--- config.mk ---
export PLATFORM = sky130hd
export DESIGN_NAME = alu_logic_sequencer_flat
export DESIGN_NICKNAME = d
export VERILOG_FILES = /design/src/rtl/alu_logic_sequencer_if.sv /design/src/rtl/alu_logic_sequencer.sv /design/src/flat_wrapper.sv
export SDC_FILE = /design/constraint.sdc
export NUM_CORES = 1
export LEC_CHECK = 0
export ABC_AREA = 1
export BUFFER_PORTS_ARGS = -buffer_cell sky130_fd_sc_hd__buf_2
export CORE_MARGIN = 4
export CORE_UTILIZATION = 44
export DETAILED_ROUTE_END_ITERATION = 12
export PLACE_DENSITY_LB_ADDON = 0.3
export SKIP_CTS_REPAIR_TIMING = 1
export SLEW_MARGIN = 25
export SYNTH_ARGS = -nofsm -noshare
export SYNTH_HDL_FRONTEND = slang
export SYNTH_SLANG_ARGS = --single-unit
--- constraint.sdc ---
create_clock -name clock -period 3.05 [get_ports clock]
set_input_delay 0.61 -clock clock [delete_from_list [all_inputs] [get_ports clock]]
set_output_delay 0.61 -clock clock [all_outputs]
set_load 0.02 [all_outputs]
--- src/rtl/alu_logic_sequencer_if.sv ---
// Bundle between the logic-unit sequencer and its environment.
// ALU_SEQ_FLAGS_EN adds the zero/negative result flags.
interface alu_logic_sequencer_if #(
  parameter int WIDTH = 32
);
  logic             start;
  logic [1:0]       op;
  logic [WIDTH-1:0] bus_in;
  logic [WIDTH-1:0] logic_result;
  logic [WIDTH-1:0] alu_a;
  logic [WIDTH-1:0] alu_b;
  logic             and_sel;
  logic             or_sel;
  logic             not_sel;
  logic [WIDTH-1:0] z_out;
  logic             busy;
  logic             done;
  logic             err;
`ifdef ALU_SEQ_FLAGS_EN
  logic             zero_flag;
  logic             neg_flag;
`endif

  modport master (
    output start, op, bus_in, logic_result,
    input  alu_a, alu_b, and_sel, or_sel, not_sel,
    input  z_out, busy, done, err
`ifdef ALU_SEQ_FLAGS_EN
    , input zero_flag, neg_flag
`endif
  );

  modport slave (
    input  start, op, bus_in, logic_result,
    output alu_a, alu_b, and_sel, or_sel, not_sel,
    output z_out, busy, done, err
`ifdef ALU_SEQ_FLAGS_EN
    , output zero_flag, neg_flag
`endif
  );
endinterface

--- src/rtl/alu_logic_sequencer.sv ---
// Loads A then B from the shared bus, drives the AND/OR/NOT unit, latches Z.
// ALU_SEQ_FLAGS_EN adds registered zero_flag/neg_flag alongside Z.
module alu_logic_sequencer #(
  parameter int WIDTH = 32
) (
  input logic                 clock,
  input logic                 clear,
  alu_logic_sequencer_if.slave bus
);

  typedef enum logic [1:0] {
    S_IDLE,
    S_LOAD_B,
    S_EXEC,
    S_DONE
  } state_t;

  state_t           r_state;
  state_t           w_next;
  logic [WIDTH-1:0] r_y;
  logic [WIDTH-1:0] r_b;
  logic [WIDTH-1:0] r_z;
  logic [1:0]       r_op;
  logic             r_done;
  logic             r_err;
  logic             w_and_sel;
  logic             w_or_sel;
  logic             w_not_sel;
  logic             w_capture;
  logic             w_legal;
  logic [WIDTH-1:0] w_result;
`ifdef ALU_SEQ_FLAGS_EN
  logic             r_zero;
  logic             r_neg;
`endif

  always_ff @(posedge clock or posedge clear) begin
    if (clear) r_state <= S_IDLE;
    else       r_state <= w_next;
  end

  always_comb begin
    w_next    = r_state;
    w_and_sel = 1'b0;
    w_or_sel  = 1'b0;
    w_not_sel = 1'b0;
    unique case (r_state)
      S_IDLE:   if (bus.start) w_next = S_LOAD_B;
      S_LOAD_B: w_next = S_EXEC;
      S_EXEC: begin
        w_next = S_DONE;
        unique case (r_op)
          2'b00:   w_and_sel = 1'b1;
          2'b01:   w_or_sel  = 1'b1;
          2'b10:   w_not_sel = 1'b1;
          default: ;
        endcase
      end
      S_DONE:   w_next = S_IDLE;
      default:  w_next = S_IDLE;
    endcase
  end

  assign w_capture = (r_state == S_EXEC);
  assign w_legal   = (r_op != 2'b11);
  assign w_result  = w_legal ? bus.logic_result : '0;

  always_ff @(posedge clock or posedge clear) begin
    if (clear) begin
      r_y    <= '0;
      r_b    <= '0;
      r_z    <= '0;
      r_op   <= 2'b00;
      r_done <= 1'b0;
      r_err  <= 1'b0;
`ifdef ALU_SEQ_FLAGS_EN
      r_zero <= 1'b0;
      r_neg  <= 1'b0;
`endif
    end else begin
      r_done <= w_capture;
      r_err  <= w_capture && !w_legal;
      if (r_state == S_IDLE && bus.start) begin
        r_y  <= bus.bus_in;
        r_op <= bus.op;
      end
      // B is loaded even for NOT so every op has the same latency
      if (r_state == S_LOAD_B) r_b <= bus.bus_in;
      if (w_capture) begin
        r_z <= w_result;
`ifdef ALU_SEQ_FLAGS_EN
        r_zero <= (w_result == '0);
        r_neg  <= w_result[WIDTH-1];
`endif
      end
    end
  end

  assign bus.alu_a   = r_y;
  assign bus.alu_b   = r_b;
  assign bus.and_sel = w_and_sel;
  assign bus.or_sel  = w_or_sel;
  assign bus.not_sel = w_not_sel;
  assign bus.z_out   = r_z;
  assign bus.busy    = (r_state != S_IDLE);
  assign bus.done    = r_done;
  assign bus.err     = r_err;
`ifdef ALU_SEQ_FLAGS_EN
  assign bus.zero_flag = r_zero;
  assign bus.neg_flag  = r_neg;
`endif

endmodule

--- src/flat_wrapper.sv ---
// flat-port wrapper written by rule: the top's interface ports become plain ports
module alu_logic_sequencer_flat 
#(
  parameter int WIDTH = 32
)
  (clock, clear, bus_start, bus_op, bus_bus_in, bus_logic_result, bus_alu_a, bus_alu_b, bus_and_sel, bus_or_sel, bus_not_sel, bus_z_out, bus_busy, bus_done, bus_err);
  alu_logic_sequencer_if #(.WIDTH(WIDTH)) bus_i ();
  input logic clock;
  input logic clear;
  input wire logic [$bits(bus_i.start)-1:0] bus_start;
  input wire logic [$bits(bus_i.op)-1:0] bus_op;
  input wire logic [$bits(bus_i.bus_in)-1:0] bus_bus_in;
  input wire logic [$bits(bus_i.logic_result)-1:0] bus_logic_result;
  output wire logic [$bits(bus_i.alu_a)-1:0] bus_alu_a;
  output wire logic [$bits(bus_i.alu_b)-1:0] bus_alu_b;
  output wire logic [$bits(bus_i.and_sel)-1:0] bus_and_sel;
  output wire logic [$bits(bus_i.or_sel)-1:0] bus_or_sel;
  output wire logic [$bits(bus_i.not_sel)-1:0] bus_not_sel;
  output wire logic [$bits(bus_i.z_out)-1:0] bus_z_out;
  output wire logic [$bits(bus_i.busy)-1:0] bus_busy;
  output wire logic [$bits(bus_i.done)-1:0] bus_done;
  output wire logic [$bits(bus_i.err)-1:0] bus_err;
  assign bus_i.start = bus_start;
  assign bus_i.op = bus_op;
  assign bus_i.bus_in = bus_bus_in;
  assign bus_i.logic_result = bus_logic_result;
  assign bus_alu_a = bus_i.alu_a;
  assign bus_alu_b = bus_i.alu_b;
  assign bus_and_sel = bus_i.and_sel;
  assign bus_or_sel = bus_i.or_sel;
  assign bus_not_sel = bus_i.not_sel;
  assign bus_z_out = bus_i.z_out;
  assign bus_busy = bus_i.busy;
  assign bus_done = bus_i.done;
  assign bus_err = bus_i.err;
  alu_logic_sequencer #(.WIDTH(WIDTH)) u_core (.clock(clock), .clear(clear), .bus(bus_i));
endmodule
# == Word-level counts from Yosys, hierarchy flattened ==
# Cells that the tools add are included.
# totals
output_inout_bits,102
regBits,102
elab_cells,29
# op_classes
n_mux,9
reduce_logical,6
n_eq_ne,7
# op_table
cell,count
2-to-1 mux 32 bit,1
one-hot mux 2 bit (4 select lines),1
== test 2 bit (second input constant),3
2-to-1 mux 1 bit,6
== test 2 x 1 -> 1 bit (second input constant),2
zero test 2 bit,2
!= test 2 bit (second input constant),2
logical AND 1 bit,2
2-to-1 mux 2 bit,1
nonzero test 2 bit,1
zero test 1 bit,1

# == Longest topological paths before layout ==
# Gate-level depths: netlist (run 1).
# depth
depth_word,3
ltp_mapped,8

# == Least setup slack after synthesis (run 1) ==
# No wires, ideal clock.
# synth_path
kind,flip-flop to output port
from,reg u_core.r_state[0]
to,out bus_or_sel
t_required_ps,2440
path_slack_ps,1234
arrival_ps,1206
stages_incl_launch_ff,5
cell_sequence,dfrtp_1 > inv_1 > ha_1 > inv_1 > nor3_1
# synth_between
elab_chain_cells,2
# synth_rtl
element,line,source
from (decl),alu_logic_sequencer.sv:18,state_t r_state;
from (signal assigned),alu_logic_sequencer.sv:39,else r_state <= w_next;
== test 2 bit,-,
via u_core.w_capture,alu_logic_sequencer.sv:29,logic w_capture;
2-to-1 mux 1 bit,alu_logic_sequencer.sv:47,unique case (r_state)
to (decl),flat_wrapper.sv:17,output wire logic [$bits(bus_i.or_sel)-1:0] bus_or_sel;
# The timed path passes the listed nets, and every way through them passes these cells.

# == Worst setup path in the final report (run 1) ==
# layout_path
from,reg u_core.r_state[0]
to,out bus_and_sel
# layout_between
elab_chain_cells,2
# layout_rtl
element,line,source
== test 2 bit,-,
via u_core.w_capture,alu_logic_sequencer.sv:29,
2-to-1 mux 1 bit,alu_logic_sequencer.sv:47,
to (decl),flat_wrapper.sv:16,output wire logic [$bits(bus_i.and_sel)-1:0] bus_and_sel;
# The timed path passes the listed nets, and every way through them passes these cells.

==> results of run 1 <==
==> sequential cells by signal (all words and copies together), names as in the netlist <==
signal	count
u_core.bus.z_out	32
u_core.r_state	2
u_core.bus.alu_b	32
u_core.bus.done	1
u_core.r_op	2
u_core.bus.alu_a	32
u_core.bus.err	1
==> per-layer routing <==
layer  share of wire  wire, um  global-route usage  up-vias
met5               0         0                   0        -
met4           0.013       130             0.04903        0
met3           0.077       746             0.04797       14
met2            0.45      4355              0.2584      124
met1            0.46      4399              0.2386     1608
li1                -         -                   -     1779
==> worst max path at each step <==
stage | depth (start not counted) | to | slack [ns]
3_5_place_dp | 6 | u_core.bus.z_out[16] | 1.08
6_report | 5 | bus_and_sel | 0.92
5_1_grt | 5 | bus_and_sel | 0.80
4_1_cts | 5 | bus_and_sel | 0.88
2_1_floorplan | 1 | u_core.bus.alu_a[0] | 1.22
3_3_place_gp | 6 | u_core.bus.z_out[29] | 1.18
==> cell type report <==
cell class / count / area, um2 / area share
multi-input cells: 291 / 1246 / 0.2325
clock inverters: 5 / 83.83 / 0.01564
inverters: 73 / 277.8 / 0.05182
clock buffers: 10 / 137.6 / 0.02568
well taps: 129 / 161.4 / 0.03011
repair buffers: 175 / 900.9 / 0.1681
flip-flops and latches: 102 / 2552 / 0.4762
==> cells by family after synthesis <==
family,share of synthesized area
adders and majority gates,0.01477
and+or+nand+nor,0.2097
buffers and inverters,0.1045
AOI/OAI and AO/OA,0.06852
DFF,0.6025
==> power breakdown <==
part / switching (uW) / internal (uW)
clock network: 446 / 482
registers: 364 / 2000
logic: 1950 / 912
total: 2760 / 3390
==> worst reg2reg max path: cells and delay by family (launching register included) <==
kind / cells / cell delay (ns)
buffers and inverters: 3 / 1.03
DFF: 1 / 0.38
and+or+nand+nor: 2 / 0.25
adders and majority gates: 1 / 0.21
==> layout by cell type, fill, tap and decap left out <==
cell                           n
sky130_fd_sc_hd__clkinv_4      1
sky130_fd_sc_hd__inv_1        72
sky130_fd_sc_hd__nand2_2       2
sky130_fd_sc_hd__dfrtp_1     102
sky130_fd_sc_hd__nand3_1      13
sky130_fd_sc_hd__nor3_1        2
sky130_fd_sc_hd__o21ai_1      16
sky130_fd_sc_hd__o21ai_0      12
sky130_fd_sc_hd__o21ai_2       4
sky130_fd_sc_hd__buf_12        1
sky130_fd_sc_hd__ha_2          1
sky130_fd_sc_hd__buf_4         4
sky130_fd_sc_hd__bufinv_16     2
sky130_fd_sc_hd__buf_2       170
sky130_fd_sc_hd__nor2_1       25
sky130_fd_sc_hd__ha_1          4
sky130_fd_sc_hd__nand2_1     189
sky130_fd_sc_hd__clkinvlp_4    3
sky130_fd_sc_hd__clkbuf_8     10
sky130_fd_sc_hd__a21oi_1      23
==> metrics by stage <==
step / utilization / hold slack (ns) / cells
4_1_cts: 0.5744 / 0.4232 / 785
2_1_floorplan: - / 0.4861 / 492
3_3_place_gp: 0.5506 / 0.4568 / 770
3_5_place_dp: 0.5506 / 0.4624 / 770
5_1_grt: 0.5746 / 0.4404 / 785
6_report: 0.5746 / 0.3821 / 785
==> metrics.txt, run 1 <==
total die area 11260 um2; Synth Warn # 0; startpoint class of the critical path flop; result of the run finished, final reports clean; CP Data Required Time 2.44 ns; kind of path behind the tightest hold check in2async; maximum level of the CTS H-tree 3; pin count of the biggest net entering global routing 103; Worst-Skew Late Latency 0.35 ns; startpoint-to-endpoint class of the critical path reg2out; setup slack of the worst register-to-register path 1.11 ns; area leader, netlist sky130_fd_sc_hd__dfrtp_1; share of the synthesized area in the top cell type 0.6025; reg2reg end u_core.bus.z_out[10]; leak pwr 0.003229 uW; share of post-route cells with drive strength above 1 0.3018; asr flop ratio synth 1.000; ys flop type sky130_fd_sc_hd__dfrtp_1; die width 106.1 um; final total power 6154 uW; top area cells in the synthesized netlist sky130_fd_sc_hd__dfrtp_1 (60%), sky130_fd_sc_hd__nand2_1 (17%), sky130_fd_sc_hd__inv_1 (6.5%); DR DRC count 0; post-route cell area 5360 um2; final clock skew 0.01078 ns; worst setup path start u_core.r_state[0]; Hold Fails Final Rpt 0; CP max stage cell sky130_fd_sc_hd__dfrtp_1; placed wire-length estimate after detailed placement 6940 um; top post-synthesis cells by count sky130_fd_sc_hd__nand2_1 (190), sky130_fd_sc_hd__dfrtp_1 (102), sky130_fd_sc_hd__inv_1 (73); Routed WL per cell 12.27 um; Port Buf Inserts 170; number of filler cells placed in the layout 876; leading cell type by number of instances after synthesis sky130_fd_sc_hd__nand2_1; post-synthesis cell count 492; total via count in the routed design 3525; Worst Path Buf+Inv 3; number of nets in the final layout 726; count of inserted antenna diode cells 0; Global Route Usage Sum 0.1700; post-layout min period 2.134 ns; Detailed Route Iter0 Violations 156; Antenna Violating Nets Remaining 0; critical path peak fanout 4; Die Span Y 106.1 um; total routed wirelength 9632 um; Most common cell on crit path sky130_fd_sc_hd__inv_1; area inside the core boundary 9328 um2; Max Clock Freq 0.4685 GHz; Net Count, Synth 566; critical path capture point type output port; sequential area share after synthesis 0.6025; Mean Syn Cell Area 8.611 um2; Worst path max stage delay 0.41 ns; family with the most delay on the worst path buffers and inverters; total clock sinks 102; final cycle utilization of the critical path 0.6998; number of CTS-inserted buffers 9; peak supply drop 0.5740 mV; max_slew headroom 0.3874; area overhead of the layout relative to synthesis 26.52%; boundary pin count 171; final RePlAce weighted congestion 0.7726; via density per instance 4.490; areal power density over the cells 1148 nW/um2; series of cell instances along the critical path inv_1, ha_1, inv_1, nor3_1, buf_2; CTS clk-pin slew, worst paths 0.10 ns; TritonCTS clock tree done; final count of pins violating max slew 0; Site Rows 35; aggregate negative setup slack 0 ns; effective utilization at floorplan 0.4542; endpoint arrival time on the critical path 1.52 ns; Cell Area, Synth 4237 um2; reg-to-reg critical path startpoint u_core.r_state[0]; GR Overflow Total 0; setup violators final 0; post-layout worst setup margin 0.9156 ns; worst-case clock buffer depth 2; root buf cell sky130_fd_sc_hd__clkbuf_8; post-placement setup slack 1.082 ns; flip-flop and latch count after synthesis 102; first-pass GRT wire length 15770 um; initial antenna violation count 0; TritonRoute pass-1 iters 6; EDFF count, synth 0; depth of the worst register-to-register path 6; area of placed instances 5136 um2; number of global-route vias before repair 3331; setup repair after global routing missed its margin false; total of max-cap violations 0; Cell variety after synth 16; actual slew at the worst max-slew pin 0.9179 ns
Power figures use the tool's default switching activity.
==> inputs of run 2 (changes only) <==
- CORE_UTILIZATION: 44 -> 48
- clock period: 3.05 -> 2.1 ns (I/O delays scaled with it)
==> run 2 against run 1 <==
Sequential power rose by 44%; clock skew barely moved; global-route usage rose by 1.5 points.
==> metrics.txt, run 2 (same netlist as run 1, synthesis figures left out) <==
leak pwr 0.003251 uW; boundary pin count 171; CP Data Required Time 1.68 ns; area overhead of the layout relative to synthesis 26.73%; Global Route Usage Sum 0.1851; actual slew at the worst max-slew pin 0.5480 ns; count of inserted antenna diode cells 0; final clock skew 0.01064 ns; placed wire-length estimate after detailed placement 6907 um; result of the run finished, final reports clean; DR DRC count 0; depth of the worst register-to-register path 6; combinational group share of total power 0.478; leading cell type in the layout, fill and taps excluded sky130_fd_sc_hd__nand2_1; kind of path behind the tightest hold check in2async; clock share of power 0.141; GR Overflow Total 0; Max Clock Freq 0.5153 GHz; die width 101.9 um; reg2reg end u_core.bus.alu_a[15]; areal power density over the cells 1667 nW/um2; total clock sinks 102; TritonCTS clock tree done; setup repair after global routing missed its margin false; aggregate negative setup slack 0 ns; number of global-route vias before repair 3380; maximum level of the CTS H-tree 3; switching share of total power 0.4523; critical path capture point type output port; total of max-cap violations 0; commonest non-fill, non-tap cells in the layout sky130_fd_sc_hd__nand2_1 (190), sky130_fd_sc_hd__buf_2 (170), sky130_fd_sc_hd__dfrtp_1 (102); cell-internal power 4903 uW; first-pass GRT wire length 15420 um; Die Span Y 101.9 um; Port Buf Inserts 170; Hold Fails Final Rpt 0; total routed wirelength 9624 um; effective utilization at floorplan 0.4906; pin count of the biggest net entering global routing 103; Detailed Route Iter0 Violations 93; setup violators final 0; initial antenna violation count 0; final total power 8952 uW; power dissipated by switching net loads 4049 uW; post-layout min period 1.941 ns; Flop pwr share 0.380; worst-case clock buffer depth 2; number of CTS-inserted buffers 9; total via count in the routed design 3500; critical path peak fanout 4; Worst-Skew Late Latency 0.35 ns; via density per instance 4.563; final count of pins violating max slew 0; final RePlAce weighted congestion 0.7956; area of placed instances 5162 um2; startpoint class of the critical path flop; peak supply drop 0.8510 mV; Routed WL per cell 12.55 um; post-layout worst setup margin 0.1594 ns; reg-to-reg critical path startpoint u_core.r_state[0]; area inside the core boundary 8636 um2; final cycle utilization of the critical path 0.9241; Antenna Violating Nets Remaining 0; startpoint-to-endpoint class of the critical path reg2out; share of post-route cells with drive strength above 1 0.3035; TritonRoute pass-1 iters 4; root buf cell sky130_fd_sc_hd__clkbuf_8; post-route cell area 5369 um2; number of nets in the final layout 728; CTS clk-pin slew, worst paths 0.10 ns; Site Rows 34; max_slew headroom 0.6347; endpoint arrival time on the critical path 1.52 ns; setup slack of the worst register-to-register path 0.48 ns; post-placement setup slack 0.4773 ns; total die area 10390 um2
## run 2: cell count changes in the layout (fill, tap and decap cells not counted)
cell                         before  now
sky130_fd_sc_hd__nand2_2          2    1
sky130_fd_sc_hd__clkinvlp_4       3    2
sky130_fd_sc_hd__clkinv_2         0    1
sky130_fd_sc_hd__buf_4            4    3
sky130_fd_sc_hd__nand2_1        189  190
sky130_fd_sc_hd__inv_6            0    2
sky130_fd_sc_hd__bufinv_16        2    1
sky130_fd_sc_hd__buf_12           1    4
## run 2: power by group through the flow
stage / clock [uW] / combinational [uW] / sequential, uW
2_1_floorplan: 0 / 1830 / 4500
3_3_place_gp: 0 / 4230 / 3410
3_5_place_dp: 0 / 4380 / 3420
4_1_cts: 1300 / 4370 / 3410
5_1_grt: 1400 / 4770 / 3510
6_report: 1270 / 4280 / 3400
## run 2: cell type report
class | count | area, um2
Clock buffer | 10 | 137.6
Tap cell | 108 | 135.1
Clock inverter | 6 | 68.82
Fill cell | 802 | 3267
Multi-Input combinational cell | 291 | 1244
Sequential cell | 102 | 2552
Inverter | 73 | 277.8
Timing Repair Buffer | 177 | 953.4
## run 2: worst max-delay path by stage
stage	from	end	slack (ns)	depth (start not counted)
6_report	u_core.r_state[0]	bus_or_sel	0.16	5
5_1_grt	u_core.r_state[0]	bus_or_sel	0.04	5
4_1_cts	u_core.r_state[0]	bus_or_sel	0.12	5
3_5_place_dp	u_core.r_state[0]	u_core.bus.alu_a[15]	0.48	6
3_3_place_gp	u_core.r_state[0]	bus_or_sel	0.61	5
2_1_floorplan	clear	u_core.bus.alu_a[0]	0.46	1
## run 2: routing by layer
metal  part of all wire  vias up  routed length, um  global-route usage
li1                   -     1785                  -                   -
met1               0.43     1602               4179              0.2403
met2               0.48      105               4596              0.3094
met3              0.080        8                772             0.04915
met4             0.0079        0                 76             0.05146
met5                  0        -                  0                   0
## run 2: stage by stage
stage	hold slack [ns]	cells	util
floorplan	0.4861	492	-
global placement	0.4532	751	0.5978
detailed placement	0.4573	751	0.5978
CTS	0.2280	767	0.6217
global route	0.2232	767	0.6217
finish	0.1869	767	0.6217
## run 2: worst max-delay path, stage by stage (launching register included)
cell	delay, ns
sky130_fd_sc_hd__dfrtp_1	0.41
sky130_fd_sc_hd__inv_1	0.14
sky130_fd_sc_hd__ha_1	0.19
sky130_fd_sc_hd__inv_1	0.08
sky130_fd_sc_hd__nor3_1	0.16
sky130_fd_sc_hd__buf_2	0.19
==> inputs of run 3 (changes only) <==
- BUFFER_PORTS_ARGS: -buffer_cell sky130_fd_sc_hd__buf_2 -> unset
- CORE_UTILIZATION: 48 -> 55
- DONT_BUFFER_PORTS: unset -> 1
- SLEW_MARGIN: 25 -> 20
==> run 3 against run 2 <==
Design area is 15% lower; flip-flop and latch count stayed put; largest power group is now sequential cells; sequential share of layout area is 8.3 points higher; worst setup slack worse by 0.00099 ns; die area is 12% lower; critical path depth stayed put; critical endpoint unchanged; register-to-register slack better by 0.16 ns; worst hold slack worse by 0.0047 ns; routed wire length is 8.8% lower.
==> metrics.txt, run 3 (same netlist as run 1, synthesis figures left out) <==
effective utilization at floorplan 0.5749; number of nets in the final layout 562; setup violators final 0; GR Overflow Total 0; initial antenna violation count 0; maximum level of the CTS H-tree 3; endpoint arrival time on the critical path 1.52 ns; total of max-cap violations 0; boundary pin count 171; Routed WL per cell 14.83 um; Critical Path Sink bus_or_sel; final cell utilization of the core 0.6207; startpoint class of the critical path flop; reg-to-reg critical path startpoint u_core.r_state[0]; commonest non-fill, non-tap cells in the layout sky130_fd_sc_hd__nand2_1 (190), sky130_fd_sc_hd__dfrtp_1 (102), sky130_fd_sc_hd__inv_1 (72); total via count in the routed design 2965; area inside the core boundary 7370 um2; number of CTS-inserted buffers 9; Hold Fails Final Rpt 0; critical path capture point type output port; Placed Cells 575; area overhead of the layout relative to synthesis 7.974%; final RePlAce weighted congestion 0.7921; depth of the worst register-to-register path 6; leak pwr 0.002591 uW; pin count of the biggest net entering global routing 97; Site Rows 31; Max Clock Freq 0.5150 GHz; final instance count without filler cells 592; aggregate negative setup slack 0 ns; Worst-Skew Late Latency 0.35 ns; count of inserted antenna diode cells 0; areal power density over the cells 1825 nW/um2; worst-case clock buffer depth 2; max_slew headroom 0.6695; final cycle utilization of the critical path 0.9246; reg2reg end u_core.bus.alu_a[19]; startpoint-to-endpoint class of the critical path reg2out; result of the run finished, final reports clean; TritonRoute pass-1 iters 4; setup repair after global routing missed its margin false; Antenna Violating Nets Remaining 0; critical path peak fanout 4; die width 95.77 um; total die area 9171 um2; DR DRC count 0; Die Span Y 95.77 um; kind of path behind the tightest hold check in2reg; Detailed Route Iter0 Violations 140; final clock skew 0.008951 ns; first-pass GRT wire length 13600 um; peak supply drop 0.8071 mV; worst setup path start u_core.r_state[0]; root buf cell sky130_fd_sc_hd__clkbuf_8; CTS clk-pin slew, worst paths 0.10 ns; Global Route Usage Sum 0.1906; TritonCTS clock tree done; leading cell type in the layout, fill and taps excluded sky130_fd_sc_hd__nand2_1; placed wire-length estimate after detailed placement 6194 um; total clock sinks 102; Port Buf Inserts 0; total routed wirelength 8781 um; setup slack of the worst register-to-register path 0.64 ns; final count of pins violating max slew 0; post-layout min period 1.942 ns; via density per instance 5.008; share of post-route cells with drive strength above 1 0.06694; actual slew at the worst max-slew pin 0.4958 ns; number of global-route vias before repair 2822; CP Data Required Time 1.68 ns
[run 3: stage by stage]
| step | hold slack, ns | worst slack [ns] | area [um2] | power [uW] |
|---|---|---|---|---|
| 2_1_floorplan | 0.4861 | 0.4624 | 4240 | 6327 |
| 3_3_place_gp | 0.2162 | 0.6005 | 4310 | 6770 |
| 3_5_place_dp | 0.2152 | 0.5353 | 4310 | 6930 |
| 4_1_cts | -0.1836 | 0.1249 | 4564 | 8452 |
| 5_1_grt | 0.1623 | 0.05631 | 4574 | 8945 |
| 6_report | 0.1822 | 0.1584 | 4574 | 8347 |
[run 3: per-layer routing]
layer,vias up,GRT usage,part of all wire,wire length [um]
met5,-,0,0,0
met4,0,0.07464,0.011,99
met3,10,0.07193,0.11,999
met2,122,0.2930,0.47,4097
met1,1375,0.2455,0.41,3584
li1,1458,-,-,-
[run 3: worst min-delay path by stage]
stage	from	to	cells past startpoint
after floorplan	u_core.r_op[0]	u_core.r_op[0]	2
after global routing	bus_bus_in[29]	u_core.bus.alu_b[29]	2
after detailed placement	clear	u_core.bus.z_out[6]	1
after CTS	clear	u_core.bus.z_out[1]	1
after global placement	clear	u_core.bus.z_out[6]	1
final	bus_bus_in[27]	u_core.bus.alu_b[27]	2
[run 3: cell type report]
| type | count | area, um2 |
|---|---|---|
| Fill cell | 640 | 2795 |
| Sequential cell | 102 | 2552 |
| Multi-Input combinational cell | 291 | 1244 |
| Inverter | 73 | 277.8 |
| Clock buffer | 10 | 137.6 |
| Tap cell | 99 | 123.9 |
| Timing Repair Buffer | 11 | 122.6 |
| Clock inverter | 6 | 116.4 |
[run 3: critical path, stage by stage, from the launching register on]
cell	delay, ns
sky130_fd_sc_hd__dfrtp_1	0.41
sky130_fd_sc_hd__inv_1	0.14
sky130_fd_sc_hd__ha_1	0.19
sky130_fd_sc_hd__inv_1	0.08
sky130_fd_sc_hd__nor3_1	0.19
sky130_fd_sc_hd__buf_4	0.17
[run 3: where the power goes]
group / internal, uW / leakage [uW] / switching [uW]
Combinational: 760 / 0.00123 / 1370
Clock: 835 / 0.000127 / 666
Sequential: 2900 / 0.00123 / 1820
